<file path="src/rtl/tia_seq_pkg.sv">
// -----------------------------------------------------------------------------
// tia_seq_pkg
// Shared definitions for the kernel sequencer: the 6502 opcodes it understands,
// the FSM state encoding and a helper that sorts an opcode into its timing class.
// -----------------------------------------------------------------------------
package tia_seq_pkg;

    localparam logic [7:0] OP_JMP = 8'h4C;
    localparam logic [7:0] OP_LDA = 8'hA9;
    localparam logic [7:0] OP_LDX = 8'hA2;
    localparam logic [7:0] OP_LDY = 8'hA0;
    localparam logic [7:0] OP_NOP = 8'hEA;
    localparam logic [7:0] OP_STA = 8'h85;
    localparam logic [7:0] OP_STX = 8'h86;
    localparam logic [7:0] OP_STY = 8'h84;

    typedef enum logic [2:0] {
        ST_IDLE,
        ST_FETCH,
        ST_OPWAIT,
        ST_EXECUTE,
        ST_WSYNC,
        ST_DONE,
        ST_ERROR
    } seq_state_e;

    // imm2: two-cycle ops (immediate loads and NOP); zp3: zero-page stores;
    // jmp3: absolute jump; illegal: anything the sequencer cannot run.
    typedef enum logic [1:0] {
        CLS_IMM2,
        CLS_ZP3,
        CLS_JMP3,
        CLS_ILLEGAL
    } op_class_e;

    function automatic op_class_e op_class(input logic [7:0] op);
        op_class_e cls;
        case (op)
            OP_LDA, OP_LDX, OP_LDY, OP_NOP: cls = CLS_IMM2;
            OP_STA, OP_STX, OP_STY:         cls = CLS_ZP3;
            OP_JMP:                         cls = CLS_JMP3;
            default:                        cls = CLS_ILLEGAL;
        endcase
        return cls;
    endfunction

endpackage

</file>
<file path="src/rtl/kernel_sequencer_if.sv">
// -----------------------------------------------------------------------------
// kernel_sequencer_if
// Bus bundle between the sequencer and its surroundings.
//   rom_addr/rom_data : synchronous ROM read port (data one clock after address)
//   rdy               : TIA ready, 0 holds the CPU
//   tia_a/tia_d/tia_rw: TIA register write bus (rw=0 is a write)
//   trace_*           : one-clock retire strobe with opcode address and opcode
// master = sequencer side, slave = ROM/TIA/trace consumer side.
// -----------------------------------------------------------------------------
interface kernel_sequencer_if #(
    parameter int ADDR_W = 14
);
    logic [ADDR_W-1:0] rom_addr;
    logic [7:0]        rom_data;
    logic              rdy;
    logic [5:0]        tia_a;
    logic [7:0]        tia_d;
    logic              tia_rw;
    logic              trace_valid;
    logic [ADDR_W-1:0] trace_pc;
    logic [7:0]        trace_op;

    modport master (
        output rom_addr, tia_a, tia_d, tia_rw, trace_valid, trace_pc, trace_op,
        input  rom_data, rdy
    );

    modport slave (
        input  rom_addr, tia_a, tia_d, tia_rw, trace_valid, trace_pc, trace_op,
        output rom_data, rdy
    );
endinterface

</file>
<file path="src/rtl/kernel_sequencer.sv">
// -----------------------------------------------------------------------------
// kernel_sequencer
// Cycle-accurate 6502 subset sequencer driving the TIA bus. Executes
// LDA/LDX/LDY #imm, STA/STX/STY zp, NOP and JMP with real cycle counts, one
// CPU cycle per tick, and stalls after a store to WSYNC until rdy returns.
// Ports:
//   clock, reset      : clock and asynchronous active-high reset
//   tick              : one-clock strobe per CPU cycle
//   start             : begin at pc=0 (only from idle/done)
//   rom_size          : number of valid ROM bytes
//   bus               : ROM port, TIA bus, rdy and trace (master side)
//   busy/done/error   : status; done and error are sticky
//   cycle_count       : ticks spent busy since start, saturating
// -----------------------------------------------------------------------------
module kernel_sequencer
    import tia_seq_pkg::*;
#(
    parameter int         ADDR_W     = 14,
    parameter int         JMP_ALIGN  = 10,
    parameter logic [5:0] WSYNC_ADDR = 6'h02,
    parameter int         CNT_W      = 20
) (
    input  logic                clock,
    input  logic                reset,
    input  logic                tick,
    input  logic                start,
    input  logic [ADDR_W:0]     rom_size,
    kernel_sequencer_if.master  bus,
    output logic                busy,
    output logic                done,
    output logic                error,
    output logic [CNT_W-1:0]    cycle_count
);

    localparam logic [ADDR_W:0]   ALIGN_MASK = (ADDR_W+1)'((1 << JMP_ALIGN) - 1);
    localparam logic [ADDR_W:0]   PC_EXT_ONE = 1;
    localparam logic [ADDR_W-1:0] PC_ONE     = 1;
    localparam logic [CNT_W-1:0]  CNT_ONE    = 1;

    seq_state_e        state_q, state_d;
    logic [ADDR_W-1:0] pc_q, pc_d;
    logic              wrap_q, wrap_d;
    logic [7:0]        op_q, op_d;
    logic [ADDR_W-1:0] op_pc_q, op_pc_d;
    logic [7:0]        a_q, a_d, x_q, x_d, y_q, y_d;
    logic [5:0]        tia_a_q, tia_a_d;
    logic [7:0]        tia_d_q, tia_d_d;
    logic              tia_rw_q, tia_rw_d;
    logic              done_q, done_d;
    logic              error_q, error_d;
    logic [CNT_W-1:0]  cnt_q, cnt_d;
    logic              trace_valid_q, trace_valid_d;
    logic [ADDR_W-1:0] trace_pc_q, trace_pc_d;
    logic [7:0]        trace_op_q, trace_op_d;

    op_class_e         exec_class;
    seq_state_e        fetch_state;
    logic              is_store, wsync_hit, finished, fetch_tick, state_busy;
    logic [ADDR_W:0]   pc_ext, pc_next_ext;
    logic [7:0]        store_data;

    // State register and all datapath flops; reset puts the TIA bus idle.
    always_ff @(posedge clock or posedge reset) begin
        if (reset) begin
            state_q       <= ST_IDLE;
            pc_q          <= '0;
            wrap_q        <= 1'b0;
            op_q          <= '0;
            op_pc_q       <= '0;
            a_q           <= '0;
            x_q           <= '0;
            y_q           <= '0;
            tia_a_q       <= 6'h3F;
            tia_d_q       <= '0;
            tia_rw_q      <= 1'b1;
            done_q        <= 1'b0;
            error_q       <= 1'b0;
            cnt_q         <= '0;
            trace_valid_q <= 1'b0;
            trace_pc_q    <= '0;
            trace_op_q    <= '0;
        end else begin
            state_q       <= state_d;
            pc_q          <= pc_d;
            wrap_q        <= wrap_d;
            op_q          <= op_d;
            op_pc_q       <= op_pc_d;
            a_q           <= a_d;
            x_q           <= x_d;
            y_q           <= y_d;
            tia_a_q       <= tia_a_d;
            tia_d_q       <= tia_d_d;
            tia_rw_q      <= tia_rw_d;
            done_q        <= done_d;
            error_q       <= error_d;
            cnt_q         <= cnt_d;
            trace_valid_q <= trace_valid_d;
            trace_pc_q    <= trace_pc_d;
            trace_op_q    <= trace_op_d;
        end
    end

    // Decode of the latched opcode and the incoming ROM byte. The pc is
    // widened by one bit so that running off the top of the address space
    // still compares as past the end of the ROM.
    always_comb begin
        exec_class = op_class(op_q);
        is_store   = (exec_class == CLS_ZP3);
        wsync_hit  = is_store && (bus.rom_data[5:0] == WSYNC_ADDR);
        pc_ext     = {1'b0, pc_q};
        if (exec_class == CLS_JMP3) begin
            pc_next_ext = (pc_ext + ALIGN_MASK) & ~ALIGN_MASK;
        end else if (op_q == OP_NOP) begin
            pc_next_ext = pc_ext;
        end else begin
            pc_next_ext = pc_ext + PC_EXT_ONE;
        end
        finished = wrap_q || pc_next_ext[ADDR_W] || (pc_next_ext >= rom_size);
        case (op_q)
            OP_STX:  store_data = x_q;
            OP_STY:  store_data = y_q;
            default: store_data = a_q;
        endcase
        case (op_class(bus.rom_data))
            CLS_IMM2:          fetch_state = ST_EXECUTE;
            CLS_ZP3, CLS_JMP3: fetch_state = ST_OPWAIT;
            default:           fetch_state = ST_ERROR;
        endcase
        state_busy = (state_q == ST_FETCH) || (state_q == ST_OPWAIT) ||
                     (state_q == ST_EXECUTE) || (state_q == ST_WSYNC);
        fetch_tick = tick && ((state_q == ST_FETCH) ||
                              ((state_q == ST_WSYNC) && bus.rdy));
    end

    // Next-state logic. Only start is honoured between ticks; a WSYNC
    // release behaves exactly like a fetch on the same tick.
    always_comb begin
        state_d = state_q;
        case (state_q)
            ST_IDLE, ST_DONE: begin
                if (start) begin
                    state_d = (rom_size == '0) ? ST_DONE : ST_FETCH;
                end
            end
            ST_FETCH: begin
                if (tick) begin
                    state_d = fetch_state;
                end
            end
            ST_OPWAIT: begin
                if (tick) begin
                    state_d = ST_EXECUTE;
                end
            end
            ST_EXECUTE: begin
                if (tick) begin
                    if (wsync_hit) begin
                        state_d = ST_WSYNC;
                    end else if (finished) begin
                        state_d = ST_DONE;
                    end else begin
                        state_d = ST_FETCH;
                    end
                end
            end
            ST_WSYNC: begin
                if (fetch_tick) begin
                    state_d = fetch_state;
                end
            end
            default: state_d = state_q;
        endcase
    end

    // Datapath and output updates. tia_rw returns high on the tick after a
    // store; trace_valid is a single-clock pulse regardless of tick.
    always_comb begin
        pc_d          = pc_q;
        wrap_d        = wrap_q;
        op_d          = op_q;
        op_pc_d       = op_pc_q;
        a_d           = a_q;
        x_d           = x_q;
        y_d           = y_q;
        tia_a_d       = tia_a_q;
        tia_d_d       = tia_d_q;
        tia_rw_d      = tick ? 1'b1 : tia_rw_q;
        done_d        = done_q;
        error_d       = error_q;
        cnt_d         = cnt_q;
        trace_valid_d = 1'b0;
        trace_pc_d    = trace_pc_q;
        trace_op_d    = trace_op_q;

        if (tick && state_busy && (cnt_q != '1)) begin
            cnt_d = cnt_q + CNT_ONE;
        end

        if (((state_q == ST_IDLE) || (state_q == ST_DONE)) && start) begin
            pc_d    = '0;
            wrap_d  = 1'b0;
            cnt_d   = '0;
            error_d = 1'b0;
            done_d  = (rom_size == '0);
        end

        if (fetch_tick) begin
            op_d    = bus.rom_data;
            op_pc_d = pc_q;
            pc_d    = pc_q + PC_ONE;
            wrap_d  = (pc_q == '1);
            if (fetch_state == ST_ERROR) begin
                error_d = 1'b1;
            end
        end

        if ((state_q == ST_EXECUTE) && tick) begin
            case (op_q)
                OP_LDA:  a_d = bus.rom_data;
                OP_LDX:  x_d = bus.rom_data;
                OP_LDY:  y_d = bus.rom_data;
                default: ;
            endcase
            if (is_store) begin
                tia_a_d  = bus.rom_data[5:0];
                tia_d_d  = store_data;
                tia_rw_d = 1'b0;
            end
            pc_d          = pc_next_ext[ADDR_W-1:0];
            trace_valid_d = 1'b1;
            trace_pc_d    = op_pc_q;
            trace_op_d    = op_q;
            if (!wsync_hit && finished) begin
                done_d = 1'b1;
            end
        end
    end

    assign bus.rom_addr    = pc_q;
    assign bus.tia_a       = tia_a_q;
    assign bus.tia_d       = tia_d_q;
    assign bus.tia_rw      = tia_rw_q;
    assign bus.trace_valid = trace_valid_q;
    assign bus.trace_pc    = trace_pc_q;
    assign bus.trace_op    = trace_op_q;
    assign busy            = state_busy;
    assign done            = done_q;
    assign error           = error_q;
    assign cycle_count     = cnt_q;

endmodule

</file>
<file path="src/flat_wrapper.sv">
// flat-port wrapper written by rule: the top's interface ports become plain ports
module kernel_sequencer_flat import tia_seq_pkg::*;
#(
    parameter int         ADDR_W     = 14,
    parameter int         JMP_ALIGN  = 10,
    parameter logic [5:0] WSYNC_ADDR = 6'h02,
    parameter int         CNT_W      = 20
)
  (clock, reset, tick, start, rom_size, busy, done, error, cycle_count, bus_rom_addr, bus_tia_a, bus_tia_d, bus_tia_rw, bus_trace_valid, bus_trace_pc, bus_trace_op, bus_rom_data, bus_rdy);
  kernel_sequencer_if #(.ADDR_W(ADDR_W)) bus_i ();
  input  logic clock;
  input  logic reset;
  input  logic tick;
  input  logic start;
  input  logic [ADDR_W:0] rom_size;
  output logic busy;
  output logic done;
  output logic error;
  output logic [CNT_W-1:0] cycle_count;
  output wire logic [$bits(bus_i.rom_addr)-1:0] bus_rom_addr;
  output wire logic [$bits(bus_i.tia_a)-1:0] bus_tia_a;
  output wire logic [$bits(bus_i.tia_d)-1:0] bus_tia_d;
  output wire logic [$bits(bus_i.tia_rw)-1:0] bus_tia_rw;
  output wire logic [$bits(bus_i.trace_valid)-1:0] bus_trace_valid;
  output wire logic [$bits(bus_i.trace_pc)-1:0] bus_trace_pc;
  output wire logic [$bits(bus_i.trace_op)-1:0] bus_trace_op;
  input wire logic [$bits(bus_i.rom_data)-1:0] bus_rom_data;
  input wire logic [$bits(bus_i.rdy)-1:0] bus_rdy;
  assign bus_rom_addr = bus_i.rom_addr;
  assign bus_tia_a = bus_i.tia_a;
  assign bus_tia_d = bus_i.tia_d;
  assign bus_tia_rw = bus_i.tia_rw;
  assign bus_trace_valid = bus_i.trace_valid;
  assign bus_trace_pc = bus_i.trace_pc;
  assign bus_trace_op = bus_i.trace_op;
  assign bus_i.rom_data = bus_rom_data;
  assign bus_i.rdy = bus_rdy;
  kernel_sequencer #(.ADDR_W(ADDR_W), .JMP_ALIGN(JMP_ALIGN), .WSYNC_ADDR(WSYNC_ADDR), .CNT_W(CNT_W)) u_core (.clock(clock), .reset(reset), .tick(tick), .start(start), .rom_size(rom_size), .bus(bus_i), .busy(busy), .done(done), .error(error), .cycle_count(cycle_count));
endmodule
</file>
<file path="config.mk">
export PLATFORM = sky130hd
export DESIGN_NAME = kernel_sequencer_flat
export DESIGN_NICKNAME = d
export VERILOG_FILES = /design/src/rtl/tia_seq_pkg.sv /design/src/rtl/kernel_sequencer_if.sv /design/src/rtl/kernel_sequencer.sv /design/src/flat_wrapper.sv
export SDC_FILE = /design/constraint.sdc
export NUM_CORES = 1
export LEC_CHECK = 0
export ABC_AREA = 1
export BUFFER_PORTS_ARGS = -buffer_cell sky130_fd_sc_hd__buf_2
export CAP_MARGIN = 20
export CORE_ASPECT_RATIO = 0.5
export CORE_UTILIZATION = 25
export DETAILED_ROUTE_END_ITERATION = 8
export PLACE_DENSITY_LB_ADDON = 0.08
export SYNTH_ARGS = -nofsm -noshare
export SYNTH_HDL_FRONTEND = slang
export SYNTH_SLANG_ARGS = --single-unit
</file>
<file path="constraint.sdc">
create_clock -name clock -period 3.8 [get_ports clock]
set_input_delay 0.57 -clock clock [delete_from_list [all_inputs] [get_ports clock]]
set_output_delay 0.57 -clock clock [all_outputs]
set_load 0.02 [all_outputs]
</file>
Word level (Yosys, flattened, before mapping):

Cells that the tools add are included.

* bits of input ports: 28
* register bits: 124
* logic and storage cells: 122
* output and inout port bits: 75

* equal/unequal tests: 34
* multiplexer cells: 32
* magnitude comparators: 1
* reduce and logical (&&, ||, !) cells: 34
* add/sub/neg operators: 4

Operators with widths (count)
* == test 8 bit, second input constant: 14
* two-way mux 14 bit: 3
* two-way mux 20 bit: 2
* two-way mux 15 bit: 2
* two-way mux 3 bit: 8
* adder 20 x 1 -> 20 bit, second input constant: 1
* != test 20 bit, second input constant: 1
* == test 8 x 7 -> 1 bit, second input constant: 2
* case mux 8 bit (2 select lines): 1
* adder 14 x 1 -> 15 bit, second input constant: 1
* adder 14 x 10 -> 15 bit, second input constant: 1
* greater-or-equal comparator 15 bit: 1
* logical NOT 15 bit: 1
* case mux 3 bit (5 select lines): 1
* adder 14 x 1 -> 14 bit, second input constant: 1
* == test 14 bit, second input constant: 1
* two-way mux 1 bit: 12
* case mux 2 bit (3 select lines): 2
* == test 3 bit, second input constant: 3
* logical AND 1 bit: 8
* != test 2 bit, second input constant: 4
* AND reduction 2 bit: 4
* OR reduction 4 bit: 2
* logical OR 1 bit: 7
* other kinds (16): 22

Longest topological paths before layout:

* depth in word-level cells: 11
* depth in mapped cells: 23
* depth with buffers taken out: 23

Worst setup path after synthesis:

No wires, ideal clock.

* kind: register to register
* start: reg u_core.pc_q[0], in the netlist u_core.bus.rom_addr[0]
* end: reg u_core.state_q[2]
* path buffers: 0
* clock period less this slack: 2.732 ns
* library setup time: 0.117 ns
* arrival: 2.615 ns
* path slack: 1.068 ns
* cell stages (with the launch flop): 21
* cell sequence: dfrtp_1 -> ha_1 -> nand2_1 -> inv_1 -> nand2_1 -> nor2_2 -> a21oi_1 -> o21bai_1 -> or2_1 -> nand2_1 -> inv_1 -> ha_1 -> a21o_1 -> nor2_1 -> nand2_1 -> o21bai_1 -> nand4_1 -> nand2_1 -> nand2_1 -> nand2_1 -> nand2_1

* word-level cells in the longest chain between the ends: 9
* elaborated cells on any way between the ends: 11

Ends and longest elaborated chain
* from (decl): line kernel_sequencer.sv:41 `logic [ADDR_W-1:0] pc_q, pc_d;`
* from (signal assigned): line kernel_sequencer.sv:84 `pc_q <= pc_d;`
* adder 14 x 1 -> 15 bit: line kernel_sequencer.sv:116 `pc_next_ext = pc_ext + PC_EXT_ONE;`
* two-way mux 15 bit: line kernel_sequencer.sv:113 `end else if (op_q == OP_NOP) begin`
* two-way mux 15 bit (*): line kernel_sequencer.sv:111 `if (exec_class == CLS_JMP3) begin`
* greater-or-equal comparator 15 bit / logical OR 1 bit (equally long branches): line kernel_sequencer.sv:118 `finished = wrap_q || pc_next_ext[ADDR_W] || (pc_next_ext >= rom_size);`
* logical OR 1 bit (*): line kernel_sequencer.sv:118
* two-way mux 3 bit (*): line kernel_sequencer.sv:159 `end else if (finished) begin`
* two-way mux 3 bit (*): line kernel_sequencer.sv:157 `if (wsync_hit) begin`
* two-way mux 3 bit (*): line kernel_sequencer.sv:156 `if (tick) begin`
* case mux 3 bit (5 select lines) (*): line kernel_sequencer.sv:139 `case (state_q)`
* to (signal assigned): line kernel_sequencer.sv:83 `state_q <= state_d;`
* to (decl): line kernel_sequencer.sv:40 `seq_state_e state_q, state_d;`

Every way passes the cells marked *; elsewhere a longest branch is shown, timed or not. The select of a mux whose other input is x is not followed.
A chain may end at the register's enable or synchronous reset.

Final worst setup path:

Same ends and word-level chain as after synthesis.

==> impl_metrics.yaml <==
global_routing:
  antenna_found_initial: 0
  grtUsageTotal_pct: 15.50
  grt_pass1_wl_um: 33350
  grt_pass1_vias: 5993
  grt_max_degree: 96
  grt.overflow.total: 0
setup_path:
  startpoint_type: "flip-flop"
  cp_slowest_cell: "dfrtp_1"
  r2r_slack_ps: 770
  worst_setup_path_end_kind: "flip-flop"
  cp_slowest_stage_delay_ps: 460
  crit_path_max_fanout: 7
  crit_required_ps: 4130
  path_class: "flip-flop to flip-flop"
  worstPathArrival_ps: 3360
  crit_top_cell: "nand2_1"
  path_cells: "ha_1, nand2_1, inv_1, nand2_1, nor2_2, a21oi_1, o21bai_1, or2_1, nand2_1, inv_1, ha_1, nand2_1, inv_1, nand2_1, nor2_1, nand2_1, nand2_1, o21bai_1, nand4_1, nand2_1, nand2_1, nand2_1, nand2_1"
floorplan:
  dieWidth_um: 236.3
  die_height_um: 119.1
  start_util_pct: 25.70
  num_io_pins: 103
  die_area_um2: 28150
  core_area_um2: 26700
  rows: 42
clocking:
  cts.sinks: 124
  post-cts-setup-buffers: 0
  htree_levels: 4
  cts.path.max_buffers: 2
  clk_pin_slew_ps: 60
  cts_made_buffers: 17
  post_cts_resize_count: 0
  insertion_delay_ps: 440
  root_buffer: "clkbuf_16"
  ctsHoldBuffers: 0
  cts_tree: "done"
sta:
  period_share_pct: 79.80
  fin_ws_ps: 767.5
  fin_skew_ps: 8.063
  relSlewSlack_pct: 37.80
  rsz0062_at_grt: "false"
  tns_ps: 0
  period_minus_slack_ps: 3033
  timing.fmax_mhz: 329.8
  hold_viol_final: 0
  setup_violations: 0
  drv_slew: 0
  worst_pin_slew_ps: 930.7
placement:
  dp.final_hpwl_um: 15210
  io_buffers: 102
  place_congestion: 0.8729
  pre_cts_ws_ps: 748.7
cells_and_area:
  most-common-layout-cells: "nand2_1 (236), dfrtp_1 (117), inv_1 (107), buf_2 (102), o21ai_0 (74)"
  diodes: 0
  area_delta_synth_final_pct: 23.02
  drive_above_1_share_pct: 18.69
  layout_commonest_cell: "nand2_1"
  num-nets-final: 1028
synthesis:
  yosysTopAreaCell: "dfrtp_1"
  synthFlopType: "dfrtp_1"
  synth_edf_count: 0
  ys_ff_latch: 124
  synth_area_um2: 6860
  synth_top_area_share_pct: 42.68
  synthTopCellsByArea: "dfrtp_1 (43%), nand2_1 (13%), inv_1 (5.9%), o21ai_0 (5.4%), nand3_1 (3.7%)"
  async_reset_ff_share_pct: 100.0
  yosysWarnings: 0
  yosysUniqueCellTypes: 40
  syn_nets: 930
  synthCells: 884
  synth-seq-area-share_pct: 45.36
  synth.avg_cell_area_um2: 7.761
power_and_ir_drop:
  seqPwrFrac_pct: 32.6
  swShare_pct: 41.40
  p_comb_share_pct: 36.4
  pwr_density_cell_nw_per_um2: 775.9
  power.switching_w: 0.002711
  cellLeakagePower_nw: 4.143
  p_int_w: 0.003837
  ir_drop_mv: 0.3270
  clock_power_share_pct: 31.0
drt:
  top_layer: "met4"
  ant_nets: 0
  first_iter_violations: 532
  dr_total_vias: 6085
  wirelength_um: 20940
  dr_wl_met2_um: 9162
  dr.pass1.iters: 5
  routedWlPerCell_um: 15.55
  drt-met1-wl_um: 10480
  vias_per_cell: 4.517
  drc: 0
  met3_length_um: 893
run:
  cap_violations: 0
worst_hold_path:
  min_path_type: "input port to async pin"
status:
  status: "completed"
synthesized netlist by cell type (2+ instances only):
cell / count
o21ai_2: 10
nand2_4: 2
o21ai_0: 74
inv_1: 108
clkbuf_1: 8
dfstp_2: 7
nor2_2: 6
o21ai_1: 21
nor2_1: 57
dfrtp_1: 117
buf_6: 3
nand3b_1: 3
ha_1: 18
o221ai_1: 6
inv_2: 11
nand2_1: 237
or2_1: 2
nand3_1: 51
a21oi_1: 26
nor4_1: 10
nand3_2: 6
xor2_1: 26
nand4_1: 14
o21bai_1: 5
o22ai_1: 11
o211ai_1: 4
buf_2: 18
nor3_1: 11
power by group through the flow:
stage | sequential [W] | combinational [W] | clock (W)
final | 0.00214 | 0.00238 | 0.00203
after global routing | 0.00220 | 0.00269 | 0.00214
after CTS | 0.00214 | 0.00242 | 0.00208
after detailed placement | 0.00216 | 0.00241 | 0
after global placement | 0.00215 | 0.00242 | 0
after floorplan | 0.00235 | 0.00145 | 0
per-stage QoR:
step	instance area, µm²	total power (W)	hold WS (ps)	util [%]	std cells
6_report	8439	0.006548	50.14	31.61	1347
5_1_grt	8439	0.007031	44.04	31.61	1347
4_1_cts	8439	0.006639	37.48	31.61	1347
3_5_place_dp	7721	0.004570	460.6	28.92	1315
3_3_place_gp	7721	0.004568	455.3	28.92	1315
2_1_floorplan	6864	0.003803	442.2	-	884
path summary, 6_finish.rpt:
check | startpoint | depth (start not counted) | end
max in group asynchronous | reset | 3 | u_core.bus.tia_a[4]$_DFFE_PP1P_
worst min-delay path | reset | 2 | u_core.bus.trace_pc[2]$_DFFE_PP0P_
worst max-delay path | u_core.bus.rom_addr[0]$_DFFE_PP0P_ | 23 | u_core.state_q[2]$_DFFE_PP0P_
worst min register to register | u_core.bus.trace_pc[4]$_DFFE_PP0P_ | 2 | u_core.bus.trace_pc[4]$_DFFE_PP0P_
worst max register to register | u_core.bus.rom_addr[0]$_DFFE_PP0P_ | 23 | u_core.state_q[2]$_DFFE_PP0P_
min in group clock | tick | 2 | u_core.bus.tia_rw$_DFF_PP1_
area by class of cell:
class | count | area [µm²]
fill | 2920 | 18260
multi-input combinational | 611 | 3147
clock buffer | 17 | 425.4
inverter | 120 | 454.2
timing repair buffer | 108 | 568.0
sequential | 124 | 3112
clock inverter | 15 | 292.8
tap | 352 | 440.4
state kept, by name, indices dropped and copies added (netlist names), 14 cells and up:
register,cells
u_core.cycle_count,20
u_core.bus.rom_addr,14
u_core.bus.trace_pc,14
u_core.op_pc_q,14
worst max-delay path, delay by kind of cell, from the launching register on:
| kind | cells | cell delay, ps |
|---|---|---|
| AO/OA/AOI/OAI | 3 | 500 |
| adder cells (fa/ha/maj) | 2 | 500 |
| buffers and inverters | 3 | 160 |
| flip-flops | 1 | 460 |
| AND/OR/NAND/NOR | 15 | 1290 |
layer usage:
| metal | up-vias | global-route usage (%) |
|---|---|---|
| li1 | 3075 | - |
| met1 | 2856 | 21.16 |
| met2 | 125 | 23.34 |
| met3 | 29 | 4.242 |
| met4 | 0 | 5.682 |
| met5 | - | 0 |
cells by family after synthesis:
logic type                 after synthesis  synth area share (%)
AOI/OAI and AO/OA                      163                 13.59
xor gates and xnor gates                27                 3.447
adders and majority gates               18                 3.283
buffers and inverters                  149                 8.809
DFF                                    124                 45.36
and+or+nand+nor                        403                 25.52
(Power assumes the default switching activity.)
